[config.mk]
export PLATFORM = sky130hd
export DESIGN_NAME = sqrt_rr_scheduler_flat
export DESIGN_NICKNAME = d
export VERILOG_FILES = /design/src/rtl/sqrt_rr_scheduler_pkg.sv /design/src/rtl/sqrt_rr_scheduler_if.sv /design/src/rtl/sqrt_rr_scheduler_rr_arbiter.sv /design/src/rtl/sqrt_rr_scheduler.sv /design/src/flat_wrapper.sv
export SDC_FILE = /design/constraint.sdc
export NUM_CORES = 1
export LEC_CHECK = 0
export CAP_MARGIN = 20
export CORE_MARGIN = 4
export CORE_UTILIZATION = 38
export DETAILED_ROUTE_END_ITERATION = 8
export GPL_TIMING_DRIVEN = 0
export PLACE_DENSITY_LB_ADDON = 0.05
export SETUP_SLACK_MARGIN = 0.5
export SLEW_MARGIN = 40
export SYNTH_ARGS = -nofsm -noshare
export SYNTH_HDL_FRONTEND = slang
export SYNTH_HIERARCHICAL = 1
export SYNTH_SLANG_ARGS = --single-unit
[constraint.sdc]
create_clock -name clk -period 2.8 [get_ports clk]
set_input_delay 0.84 -clock clk [delete_from_list [all_inputs] [get_ports clk]]
set_output_delay 0.84 -clock clk [all_outputs]
set_load 0.01 [all_outputs]
[src/rtl/sqrt_rr_scheduler_pkg.sv]
// sqrt_sched_pkg: shared widths and the stage-1 payload for the round-robin sqrt scheduler
package sqrt_sched_pkg;
  localparam int R_W = 16;
  localparam int Q_W = 8;
  localparam int ID_MAX_W = 3;
  function automatic int id_w(input int n);
    return (n < 2) ? 1 : $clog2(n);
  endfunction
  typedef struct packed {
    logic [R_W-1:0]      r;
    logic [ID_MAX_W-1:0] id;
  } stage_t;
endpackage

[src/rtl/sqrt_rr_scheduler_if.sv]
// sqrt_rr_scheduler_if: requester-side and response-side handshakes of the scheduler
interface sqrt_rr_scheduler_if
  import sqrt_sched_pkg::*;
#(
  parameter int NUM_REQ = 4
);
  localparam int ID_W = id_w(NUM_REQ);
  logic [NUM_REQ-1:0]     req_valid;
  logic [NUM_REQ*R_W-1:0] req_data;
  logic [NUM_REQ-1:0]     req_ready;
  logic                   resp_valid;
  logic [Q_W-1:0]         resp_data;
  logic [ID_W-1:0]        resp_id;
  logic                   resp_ready;
  modport master (
    output req_valid, req_data, resp_ready,
    input  req_ready, resp_valid, resp_data, resp_id
  );
  modport slave (
    input  req_valid, req_data, resp_ready,
    output req_ready, resp_valid, resp_data, resp_id
  );
endinterface

[src/rtl/sqrt_rr_scheduler_rr_arbiter.sv]
// rr_arbiter: combinational round-robin pick starting at ptr, grant gated by en
module rr_arbiter #(
  parameter int NUM_REQ = 4,
  parameter int ID_W    = 2
) (
  input  logic [NUM_REQ-1:0] req,
  input  logic [ID_W-1:0]    ptr,
  input  logic               en,
  output logic [NUM_REQ-1:0] gnt,
  output logic [ID_W-1:0]    idx
);
  // Scan from the farthest offset down so the closest requester to ptr wins last.
  always_comb begin
    idx = '0;
    for (int k = NUM_REQ - 1; k >= 0; k--)
      if (req[(int'(ptr) + k) % NUM_REQ]) idx = ID_W'((int'(ptr) + k) % NUM_REQ);
    gnt = (en && |req) ? NUM_REQ'(1) << idx : '0;
  end
endmodule

[src/rtl/sqrt_rr_scheduler.sv]
// sqrt_rr_scheduler: round-robin sharing of one external sqrt unit through a
// 2-stage backpressured pipeline tagging each root with its requester id.
module sqrt_rr_scheduler
  import sqrt_sched_pkg::*;
#(
  parameter int NUM_REQ = 4
) (
  input  logic                     clk,
  input  logic                     rst_n,
  sqrt_rr_scheduler_if.slave       bus,
  output logic [R_W-1:0]           sqrt_r,
  input  logic [Q_W-1:0]           sqrt_q,
  output logic                     busy
);
  localparam int ID_W = id_w(NUM_REQ);
  stage_t              s1_q, s1_d;
  logic                s1_valid_q, s1_valid_d;
  logic                s2_valid_q, s2_valid_d;
  logic [Q_W-1:0]      s2_root_q, s2_root_d;
  logic [ID_MAX_W-1:0] s2_id_q, s2_id_d;
  logic [ID_W-1:0]     ptr_q, ptr_d;
  logic [NUM_REQ-1:0]  gnt;
  logic [ID_W-1:0]     idx;
  logic                stall, adv1, acc;
  assign stall = s2_valid_q & ~bus.resp_ready;
  assign adv1  = ~s1_valid_q | ~stall;
  rr_arbiter #(.NUM_REQ(NUM_REQ), .ID_W(ID_W)) u_arb (
    .req (bus.req_valid),
    .ptr (ptr_q),
    .en  (adv1 & rst_n),
    .gnt (gnt),
    .idx (idx)
  );
  assign acc = |(bus.req_valid & gnt);
  always_comb begin
    s1_d       = acc ? '{r: bus.req_data[int'(idx)*R_W +: R_W], id: ID_MAX_W'(idx)} : s1_q;
    s1_valid_d = adv1 ? acc : s1_valid_q;
    ptr_d      = acc ? ((int'(idx) == NUM_REQ - 1) ? '0 : idx + 1'b1) : ptr_q;
    s2_valid_d = stall ? s2_valid_q : s1_valid_q;
    s2_root_d  = stall ? s2_root_q : sqrt_q;
    s2_id_d    = stall ? s2_id_q : s1_q.id;
  end
  always_ff @(posedge clk or negedge rst_n) begin
    if (!rst_n) begin
      s1_q       <= '0;
      s1_valid_q <= 1'b0;
      s2_valid_q <= 1'b0;
      s2_root_q  <= '0;
      s2_id_q    <= '0;
      ptr_q      <= '0;
    end else begin
      s1_q       <= s1_d;
      s1_valid_q <= s1_valid_d;
      s2_valid_q <= s2_valid_d;
      s2_root_q  <= s2_root_d;
      s2_id_q    <= s2_id_d;
      ptr_q      <= ptr_d;
    end
  end
  assign bus.req_ready  = gnt;
  assign bus.resp_valid = s2_valid_q;
  assign bus.resp_data  = s2_root_q;
  assign bus.resp_id    = ID_W'(s2_id_q);
  assign sqrt_r         = s1_q.r;
  assign busy           = s1_valid_q | s2_valid_q;
endmodule
[src/flat_wrapper.sv]
// flat-port wrapper written by rule: the top's interface ports become plain ports
module sqrt_rr_scheduler_flat import sqrt_sched_pkg::*;
#(
  parameter int NUM_REQ = 4
)
  (clk, rst_n, sqrt_r, sqrt_q, busy, bus_req_valid, bus_req_data, bus_resp_ready, bus_req_ready, bus_resp_valid, bus_resp_data, bus_resp_id);
  sqrt_rr_scheduler_if #(.NUM_REQ(NUM_REQ)) bus_i ();
  input  logic clk;
  input  logic rst_n;
  output logic [R_W-1:0] sqrt_r;
  input  logic [Q_W-1:0] sqrt_q;
  output logic busy;
  input wire logic [$bits(bus_i.req_valid)-1:0] bus_req_valid;
  input wire logic [$bits(bus_i.req_data)-1:0] bus_req_data;
  input wire logic [$bits(bus_i.resp_ready)-1:0] bus_resp_ready;
  output wire logic [$bits(bus_i.req_ready)-1:0] bus_req_ready;
  output wire logic [$bits(bus_i.resp_valid)-1:0] bus_resp_valid;
  output wire logic [$bits(bus_i.resp_data)-1:0] bus_resp_data;
  output wire logic [$bits(bus_i.resp_id)-1:0] bus_resp_id;
  assign bus_i.req_valid = bus_req_valid;
  assign bus_i.req_data = bus_req_data;
  assign bus_i.resp_ready = bus_resp_ready;
  assign bus_req_ready = bus_i.req_ready;
  assign bus_resp_valid = bus_i.resp_valid;
  assign bus_resp_data = bus_i.resp_data;
  assign bus_resp_id = bus_i.resp_id;
  sqrt_rr_scheduler #(.NUM_REQ(NUM_REQ)) u_core (.clk(clk), .rst_n(rst_n), .bus(bus_i), .sqrt_r(sqrt_r), .sqrt_q(sqrt_q), .busy(busy));
endmodule
==> results.toml <==
[clocking]
htreeDepth = 2
clk_latency_ns = 0.28
cts_tree = "built"
cts_root_buf = "clkbuf_8"
clkSinkCount = 32
path_clk_slew_ns = 0.07
cts_hold_buf = 0
tritoncts.num_buffers = 5
cts_buffer_depth = 2

[placed_design]
hpwl_um = 3952
pre_cts_ws_ns = -0.8662
place.gp.congestion = 0.7150
io_buffers = 110
dp.cells = 307

[layout]
area_growth_pct = 89.67
layout_common_cells = "clkdlybuf4s50_1, dfrtp_1, buf_4"
final_cells = 342
antenna_cells = 0
drive_gt1_share_pct = 45.45
post-route-util_pct = 76.31
fill_cells = 325
final_nets = 354
final_common_cell = "clkdlybuf4s50_1"

[route]
dr_total_vias = 1621
vias_per_cell = 4.740
drc = 0
antenna_left = 0
drt_wl_total_um = 5505
drt_iter0_drc = 23
wire_per_inst_um = 16.10
dr.pass1.iters = 4

[worst_setup_path]
cp.arrival_ns = 2.84
crit_fanout = 6
critPathKind = "in2reg"
r2r_slack_ns = 0.19
cp-end-kind = "register"
reg2reg_depth = 13
cp.required_ns = 2.96
cp-start-kind = "primary input"

[logic_synthesis]
synth-seq-cells = 32
postSynthCellCount = 129
syn_avg_cell_area_um2 = 15.02
syn_area_um2 = 1938
ys.warnings.count = 6
synthesis.nets = 209
yosysUniqueCellTypes = 31
synth_seq_area_share_pct = 41.32

[timing]
setup_viol = 0
max_freq_ghz = 0.3732
finalHoldViolations = 0
max_slew_margin_pct = 75.79
period_minus_slack_ns = 2.680
drv_slew = 0
tightest_slew_ns = 0.3619
finalWorstSetupSlack_ns = 0.1201
rsz0062_at_grt = "yes"
fin_crit_sh_pct = 95.71
clock_skew_ns = 0.003184

[global_routing]
first_global_vias = 1774
grt.overflow.total = 0
grt_pass1_wl_um = 8783
grt_max_degree = 13
antenna_found_initial = 0
track_usage_pct = 18.34

[job]
max_cap_viol_count = 0

[die]
boundaryPins = 111
die-area_um2 = 6307
core_um2 = 4817
die_h_um = 79.42
start_util_pct = 40.23
die_x_um = 79.42
std_cell_rows = 25

[worst_hold_path]
hold_path_class = "in2async"

[power]
vdd_drop_max_mv = 0.5337
p_total_w = 0.003135
power_density_nw_per_um2 = 852.9
leakagePower_nw = 1.588

[outcome]
status = "complete, no violations"
## where the power goes
group,internal (W),total [W],leakage [nW],switching [W]
combinational,0.00128,0.00190,1.16,0.000624
sequential,0.000668,0.000800,0.378,0.000131
clock,0.000263,0.000435,0.0541,0.000172
total,0.00221,0.00314,1.59,0.000927
## synthesized netlist by cell type
cell       n  area [um2]
nor3b_1    1       7.510
buf_2      4       20.02
a21boi_0   1       7.510
a21oi_2    1       8.760
mux2_2    22       247.7
nand2_1    2       7.510
mux4_1     8       210.2
o21a_1     1       7.510
ha_1       1       12.51
mux2_4     8       120.1
nor2b_1    1       6.260
a21oi_1    2       10.01
o22ai_2    1       12.51
mux2i_1    1       10.01
dfrtp_1   32       800.8
nor3_2     1       10.01
buf_6      1       11.26
and3_1     2       12.51
buf_12     1       20.02
nor2_1     2       7.510
a21o_1     1       7.510
mux4_2     8       180.2
nor3_1     1       5.000
or2_2      2       12.51
inv_2      1       3.750
buf_4     16       120.1
a22oi_1    2       15.01
clkbuf_1   1       3.750
inv_1      2       7.510
o41ai_2    1       16.27
nor3_4     1       16.27
## state kept, by name, indices dropped and copies added, names as in the netlist
| name | flops |
|---|---|
| u_core/sqrt_r | 16 |
| u_core/bus.resp_data | 8 |
| u_core/ptr_q | 2 |
| u_core/s1_q | 2 |
| u_core/s2_id_q | 2 |
| u_core/bus.resp_valid | 1 |
| u_core/s1_valid_q | 1 |
## metrics by stage
step / setup TNS, ns / cell area [um2] / hold WS (ns)
after floorplan: 0 / 1984 / 0.4766
final: 0 / 3676 / 0.4742
after detailed placement: -12.92 / 3192 / 0.4939
after global routing: 0 / 3676 / 0.4615
after global placement: -32.78 / 3169 / 0.4869
after CTS: 0 / 3669 / 0.4708
## kinds of logic after synthesis
kind of cell	Yosys count	synth area share (%)
compound gates	10	4.390
fa+ha+maj	1	0.6455
buf+inv	26	9.619
flops	32	41.32
mux	47	39.64
simple gates	13	4.390
## worst paths after layout
check,start,to
max,bus_req_valid[0],u_core/sqrt_r[8]
max in group asynchronous,rst_n,u_core/sqrt_r[12]
min,rst_n,u_core/sqrt_r[13]
min reg2reg,u_core/bus.resp_data[3],u_core/bus.resp_data[3]
min in group clk,u_core/bus.resp_data[3],u_core/bus.resp_data[3]
max reg2reg,u_core/ptr_q[1],u_core/sqrt_r[8]
## critical path: stages
cell and delay, ns:
buf_12 0.11, mux2i_1 0.11, nor2_1 0.08, nor3_4 0.25, nor3_2 0.09, buf_4 0.15, buf_6 0.10, buf_6 0.10
buf_6 0.10, a22oi_2 0.20, nand2_2 0.12, buf_12 0.15, buf_8 0.13, mux2_4 0.29
## what timing repair did
item                                    in CTS  in global routing
pin swaps                                   11                  0
hold endpoints to repair                     0                  0
gates cloned                                 3                  0
endpoints found under the setup margin      26                 25
buffers inserted                            23                  1
resized for setup                           80                  0
## final cells by class
class / count / area [um2] / share of cell area [%]
multi-input combinational: 71 / 1017 / 27.67
buffer: 23 / 202.7 / 5.514
timing repair buffer: 138 / 1449 / 39.41
clock inverter: 3 / 42.54 / 1.157
tap: 67 / 83.83 / 2.280
sequential: 32 / 800.8 / 21.78
clock buffer: 5 / 68.82 / 1.872
inverter: 3 / 11.26 / 0.3063
## per-layer routing
layer	up-vias	wire, um	global-route usage (%)
met2	68	3013	33.84
met4	0	25	3.608
li1	764	-	-
met1	787	2052	21.06
met3	2	414	5.305
met5	-	0	0
No activity file was read; power rests on OpenSTA's default activity.
